**config.mk**
```make
export PLATFORM = sky130hd
export DESIGN_NAME = hex_entry_display_flat
export DESIGN_NICKNAME = d
export VERILOG_FILES = /design/src/rtl/hex_entry_display_if.sv /design/src/rtl/hex_entry_display.sv /design/src/flat_wrapper.sv
export SDC_FILE = /design/constraint.sdc
export NUM_CORES = 1
export LEC_CHECK = 0
export CORE_ASPECT_RATIO = 0.6
export CORE_MARGIN = 3
export CORE_UTILIZATION = 45
export DETAILED_ROUTE_END_ITERATION = 8
export PLACE_DENSITY = 0.7
export RECOVER_POWER = 100
export SETUP_SLACK_MARGIN = 0.1
export SYNTH_ARGS = -nofsm -noshare
export SYNTH_HDL_FRONTEND = slang
export SYNTH_SLANG_ARGS = --single-unit
export TNS_END_PERCENT = 20
```
**constraint.sdc**
```tcl
create_clock -name clk -period 2.3 [get_ports clk]
set_clock_uncertainty 0.05 [all_clocks]
set_input_delay 0.46 -clock clk [delete_from_list [all_inputs] [get_ports clk]]
set_output_delay 0.46 -clock clk [all_outputs]
set_load 0.05 [all_outputs]
```
**src/rtl/hex_entry_display_if.sv**
```systemverilog
// Signal bundle between the scan-code-to-hex stage, the entry/display block and the display pins.
// Strobe semantics: binary is qualified only in a cycle with binary_valid=1; there is no ready, and clr wins over a simultaneous binary_valid.
interface hex_entry_display_if;
    logic [4:0]  binary;
    logic        binary_valid;
    logic        clr;
    logic [15:0] value;
    logic [2:0]  digit_count;
    logic        ovf;
    logic [3:0]  an;
    logic [7:0]  sseg;

    modport master (
        output binary, binary_valid, clr,
        input  value, digit_count, ovf, an, sseg
    );

    modport slave (
        input  binary, binary_valid, clr,
        output value, digit_count, ovf, an, sseg
    );
endinterface

```
**src/rtl/hex_entry_display.sv**
```systemverilog
// Four-digit hex entry register with a time-multiplexed common-anode 7-segment driver.
// Valid digits shift in from the right; a sticky flag records any digit pushed out of the left.
module hex_entry_display #(
    parameter int REFRESH_BITS = 18
) (
    input logic                 clk,
    input logic                 reset_n,
    hex_entry_display_if.slave  bus
);

    generate
        if (REFRESH_BITS < 3) begin : g_bad_refresh
            $error("hex_entry_display: REFRESH_BITS must be at least 3");
        end
    endgenerate

    logic [15:0]             value_q, value_d;
    logic [2:0]              count_q, count_d;
    logic                    ovf_q, ovf_d;
    logic [REFRESH_BITS-1:0] refresh_q, refresh_d;
    logic [3:0]              an_q, an_d;
    logic [7:0]              sseg_q, sseg_d;

    logic [1:0]              idx;
    logic [3:0]              nibble;
    logic                    blank;

    function automatic logic [7:0] seg_code(input logic [3:0] hex);
        logic [7:0] code;
        case (hex)
            4'h0: code = 8'hC0;
            4'h1: code = 8'hF9;
            4'h2: code = 8'hA4;
            4'h3: code = 8'hB0;
            4'h4: code = 8'h99;
            4'h5: code = 8'h92;
            4'h6: code = 8'h82;
            4'h7: code = 8'hF8;
            4'h8: code = 8'h80;
            4'h9: code = 8'h90;
            4'hA: code = 8'h88;
            4'hB: code = 8'h83;
            4'hC: code = 8'hC6;
            4'hD: code = 8'hA1;
            4'hE: code = 8'h86;
            default: code = 8'h8E;
        endcase
        return code;
    endfunction

    // Entry register: binary[4] set marks a non-hex key, which leaves all state untouched.
    always_comb begin
        value_d = value_q;
        count_d = count_q;
        ovf_d   = ovf_q;
        if (bus.clr) begin
            value_d = 16'h0000;
            count_d = 3'd0;
            ovf_d   = 1'b0;
        end else if (bus.binary_valid && !bus.binary[4]) begin
            value_d = {value_q[11:0], bus.binary[3:0]};
            if (count_q == 3'd4) begin
                ovf_d = 1'b1;
            end else begin
                count_d = count_q + 3'd1;
            end
        end
    end

    assign idx       = refresh_q[REFRESH_BITS-1 -: 2];
    assign nibble    = value_q[{idx, 2'b00} +: 4];
    assign refresh_d = refresh_q + {{(REFRESH_BITS-1){1'b0}}, 1'b1};

    // An empty register still lights a "0" on the rightmost digit so the display looks alive.
    assign blank = ({1'b0, idx} >= count_q) && !((count_q == 3'd0) && (idx == 2'd0));

    always_comb begin
        an_d   = ~(4'b0001 << idx);
        sseg_d = blank ? 8'hFF : seg_code(nibble);
        if ((idx == 2'd3) && ovf_q) begin
            sseg_d[7] = 1'b0;
        end
    end

    always_ff @(posedge clk or negedge reset_n) begin
        if (!reset_n) begin
            value_q   <= 16'h0000;
            count_q   <= 3'd0;
            ovf_q     <= 1'b0;
            refresh_q <= '0;
            an_q      <= 4'b1111;
            sseg_q    <= 8'hFF;
        end else begin
            value_q   <= value_d;
            count_q   <= count_d;
            ovf_q     <= ovf_d;
            refresh_q <= refresh_d;
            an_q      <= an_d;
            sseg_q    <= sseg_d;
        end
    end

    assign bus.value       = value_q;
    assign bus.digit_count = count_q;
    assign bus.ovf         = ovf_q;
    assign bus.an          = an_q;
    assign bus.sseg        = sseg_q;

endmodule

```
**src/flat_wrapper.sv**
```systemverilog
// flat-port wrapper written by rule: the top's interface ports become plain ports
module hex_entry_display_flat 
#(
    parameter int REFRESH_BITS = 18
)
  (clk, reset_n, bus_binary, bus_binary_valid, bus_clr, bus_value, bus_digit_count, bus_ovf, bus_an, bus_sseg);
  hex_entry_display_if bus_i ();
  input logic clk;
  input logic reset_n;
  input wire logic [$bits(bus_i.binary)-1:0] bus_binary;
  input wire logic [$bits(bus_i.binary_valid)-1:0] bus_binary_valid;
  input wire logic [$bits(bus_i.clr)-1:0] bus_clr;
  output wire logic [$bits(bus_i.value)-1:0] bus_value;
  output wire logic [$bits(bus_i.digit_count)-1:0] bus_digit_count;
  output wire logic [$bits(bus_i.ovf)-1:0] bus_ovf;
  output wire logic [$bits(bus_i.an)-1:0] bus_an;
  output wire logic [$bits(bus_i.sseg)-1:0] bus_sseg;
  assign bus_i.binary = bus_binary;
  assign bus_i.binary_valid = bus_binary_valid;
  assign bus_i.clr = bus_clr;
  assign bus_value = bus_i.value;
  assign bus_digit_count = bus_i.digit_count;
  assign bus_ovf = bus_i.ovf;
  assign bus_an = bus_i.an;
  assign bus_sseg = bus_i.sseg;
  hex_entry_display #(.REFRESH_BITS(REFRESH_BITS)) u_core (.clk(clk), .reset_n(reset_n), .bus(bus_i));
endmodule
```
==> results.yml <==
status:
  status: "complete, no violations"
yosys:
  synth-xor-area-share_pct: 6.92
  syn_area_per_cell_um2: 12.2
  seq_area_frac_synth_pct: 55.5
  syn_area_um2: 2280
  syn-instance-count: 187
  synth-simple-area-share_pct: 10.9
  synthFlopType: "dfrtp_1"
  synth_compound_area_share_pct: 10.3
  synth_seq_cells: 50
  synth-warning-count: 0
  synthMuxAreaShare_pct: 6.26
  synth.distinct_cells: 32
  synth_edf_count: 0
  synthAdderAreaFrac_pct: 6.04
  syn_nets: 207
  synth_top_family_by_area: "simple AND/OR/NAND/NOR gates"
  async_flop_share_pct: 100
clocking:
  cts_tree: "done"
  cts_buffer_depth: 2
  clkLatencyLatePin_ps: 300
  cts-root-buf: "clkbuf_8"
  cts_sinks: 50
  cts-buffers-inserted: 5
  cts-htree-levels: 2
  clk_pin_slew_worst_paths_ps: 90
sta:
  finalCritPeriodShare_pct: 95.6
  finalSetupTns_ps: 0
  drv_slew: 0
  finalSetupViolations: 0
  max_freq_mhz: 455
  finalHoldViolations: 0
  holdWs_ps: 426
  slew_headroom_pct: 31.1
  period_needed_ps: 2200
  worst_slew_pin_slew_ps: 1030
  rsz0062_at_grt: "false"
die:
  core_area_um2: 4730
  io_pins: 41
  die_h_um: 61.1
  initial_core_util_pct: 48.2
  die-area_um2: 5980
  die_w_um: 97.9
  rows: 19
routing:
  drtAntennaViolNets: 0
  vias: 1559
  wl_per_cell_um: 14.2
  dr.pass1.iters: 4
  first_iter_violations: 61
  wl_mm: 4.22
  drcViolationCount: 0
  vias_per_cell: 5.25
job:
  maxCapViolCount: 0
global_route:
  grt_remaining_overflow: 0
  grt_pass1_vias: 1444
  grt_max_degree: 24
  antenna_found_initial: 0
  track_usage_pct: 15.4
  grt_pass1_wl_mm: 7.14
pwr:
  power_mw: 1.81
  irDropWorstVdd_v: 0.000319
  p_leak_nw: 1.30
  power_density_nw_per_um2: 634
setup_path:
  crit_start: "u_core.bus.an[0]$_DFF_PN1_"
  cp_max_fo: 1
  critPathBufInv: 1
  ff2ff_path_depth: 5
  setup.worst_path.start_class: "register"
  timing.rr.start: "u_core.refresh_q[16]$_DFF_PN0_"
  slowest_stage: "dlygate4sd3_1"
  cp-end-kind: "primary output"
  cp.depth: 1
  worst-r2r-setup-slack_ps: 250
  endpoint: "bus_an[0]"
  reg2reg_to: "u_core.bus.sseg[3]$_DFF_PN1_"
  crit_chain: "dlygate4sd3_1"
  crit_family: "buffers and inverters"
  crit_arrival_ps: 1690
  cpPeakStageDelay_ps: 860
  worst-setup-path-type: "register to primary output"
  cp_data_required_time_ps: 1790
cells_and_area:
  final_util_pct: 60.4
  antenna_cells: 0
  layout-drive-gt1-share_pct: 11.5
  finalInstanceArea_um2: 2860
  nNetsFinal: 253
  final_cell_mix: "37 x dfrtp_1, 32 x dlygate4sd3_1, 16 x a22o_1"
  mostFrequentLayoutCell: "dfrtp_1"
  synthToLayoutAreaGrowth_pct: 25.3
place:
  place_area_um2: 2750
  routabilityCongestion: 0.811
  portBuffers: 40
  dp_hpwl_mm: 3.06
worst_hold_path:
  hold_class: "register to register"
per-stage QoR:
| stage | setup slack [ps] | cells |
|---|---|---|
| 4_1_cts | 114 | 297 |
| 3_5_place_dp | 85.4 | 288 |
| 6_report | 102 | 297 |
| 3_3_place_gp | 91.7 | 288 |
| 2_1_floorplan | 261 | 187 |
| 5_1_grt | 69.5 | 297 |
where the power goes:
part | switching, mW | internal [mW]
Combinational | 0.174 | 0.0807
Clock | 0.272 | 0.354
Sequential | 0.0122 | 0.919
Total | 0.458 | 1.35
state kept, by name, indices dropped and copies added (netlist names):
name                    cells
u_core.bus.digit_count      3
u_core.bus.ovf              1
u_core.bus.value           16
u_core.bus.an               4
u_core.bus.sseg             8
u_core.refresh_q           18
kinds of logic (layout without fill, tap and decap cells):
group / count (synthesis) / in the layout
AOI/OAI and AO/OA: 30 / 30
xor gates and xnor gates: 18 / 18
adders and majority gates: 11 / 11
buffers and inverters: 20 / 67
DFF: 50 / 50
muxes: 8 / 8
and+or+nand+nor: 50 / 50
synthesized netlist by cell type, types with 2 or more instances:
cell type / count / area [µm²]
a21oi_1: 5 / 25.0
a22o_1: 16 / 140
and3_1: 2 / 12.5
buf_2: 2 / 10.0
buf_6: 2 / 22.5
clkbuf_1: 3 / 11.3
dfrtp_1: 38 / 951
dfstp_2: 12 / 315
ha_1: 11 / 138
inv_1: 13 / 48.8
mux2i_1: 3 / 30.0
mux4_1: 3 / 78.8
nand2_1: 12 / 45.0
nand2b_1: 3 / 18.8
nand3_1: 13 / 65.1
nand4_1: 4 / 25.0
nor2_1: 8 / 30.0
nor2b_1: 2 / 12.5
nor3_1: 2 / 10.0
nor4_1: 2 / 12.5
o221ai_1: 4 / 35.0
xnor2_1: 13 / 114
xor2_1: 5 / 43.8
worst min path at each step:
stage / from / end / slack, ps / cells past startpoint
floorplan: reset_n / u_core.bus.digit_count[0]$_DFFE_PN0P_ / 110 / 0
global placement: reset_n / u_core.bus.digit_count[0]$_DFFE_PN0P_ / 280 / 1
detailed placement: reset_n / u_core.bus.digit_count[0]$_DFFE_PN0P_ / 280 / 1
CTS: u_core.refresh_q[9]$_DFF_PN0_ / u_core.refresh_q[9]$_DFF_PN0_ / 430 / 1
global route: u_core.refresh_q[9]$_DFF_PN0_ / u_core.refresh_q[9]$_DFF_PN0_ / 450 / 1
finish: u_core.refresh_q[9]$_DFF_PN0_ / u_core.refresh_q[9]$_DFF_PN0_ / 430 / 1
cell type report:
| type | count | area [µm²] |
|---|---|---|
| clock buffers | 7 | 86.3 |
| inverters | 13 | 48.8 |
| multi-input cells | 117 | 915 |
| fillers | 395 | 1870 |
| repair buffers | 46 | 430 |
| well taps | 63 | 78.8 |
| flip-flops and latches | 50 | 1270 |
| clock inverters | 1 | 30.0 |
what timing repair did:
item	CTS	global route
endpoints found under the hold margin	3	0
setup buffers	0	0
hold buffers	1	0
resized for setup	0	2
setup endpoints to repair	0	5
layer usage:
metal	global-route usage [%]	up-vias	wire, µm	part of all wire, %
li1	-	760	-	-
met2	21.5	32	1700	40
met5	0	-	0	0
met1	23.1	761	2260	54
met4	5.33	0	55	1.3
met3	4.41	6	206	4.9
(Power assumes the default switching activity.)
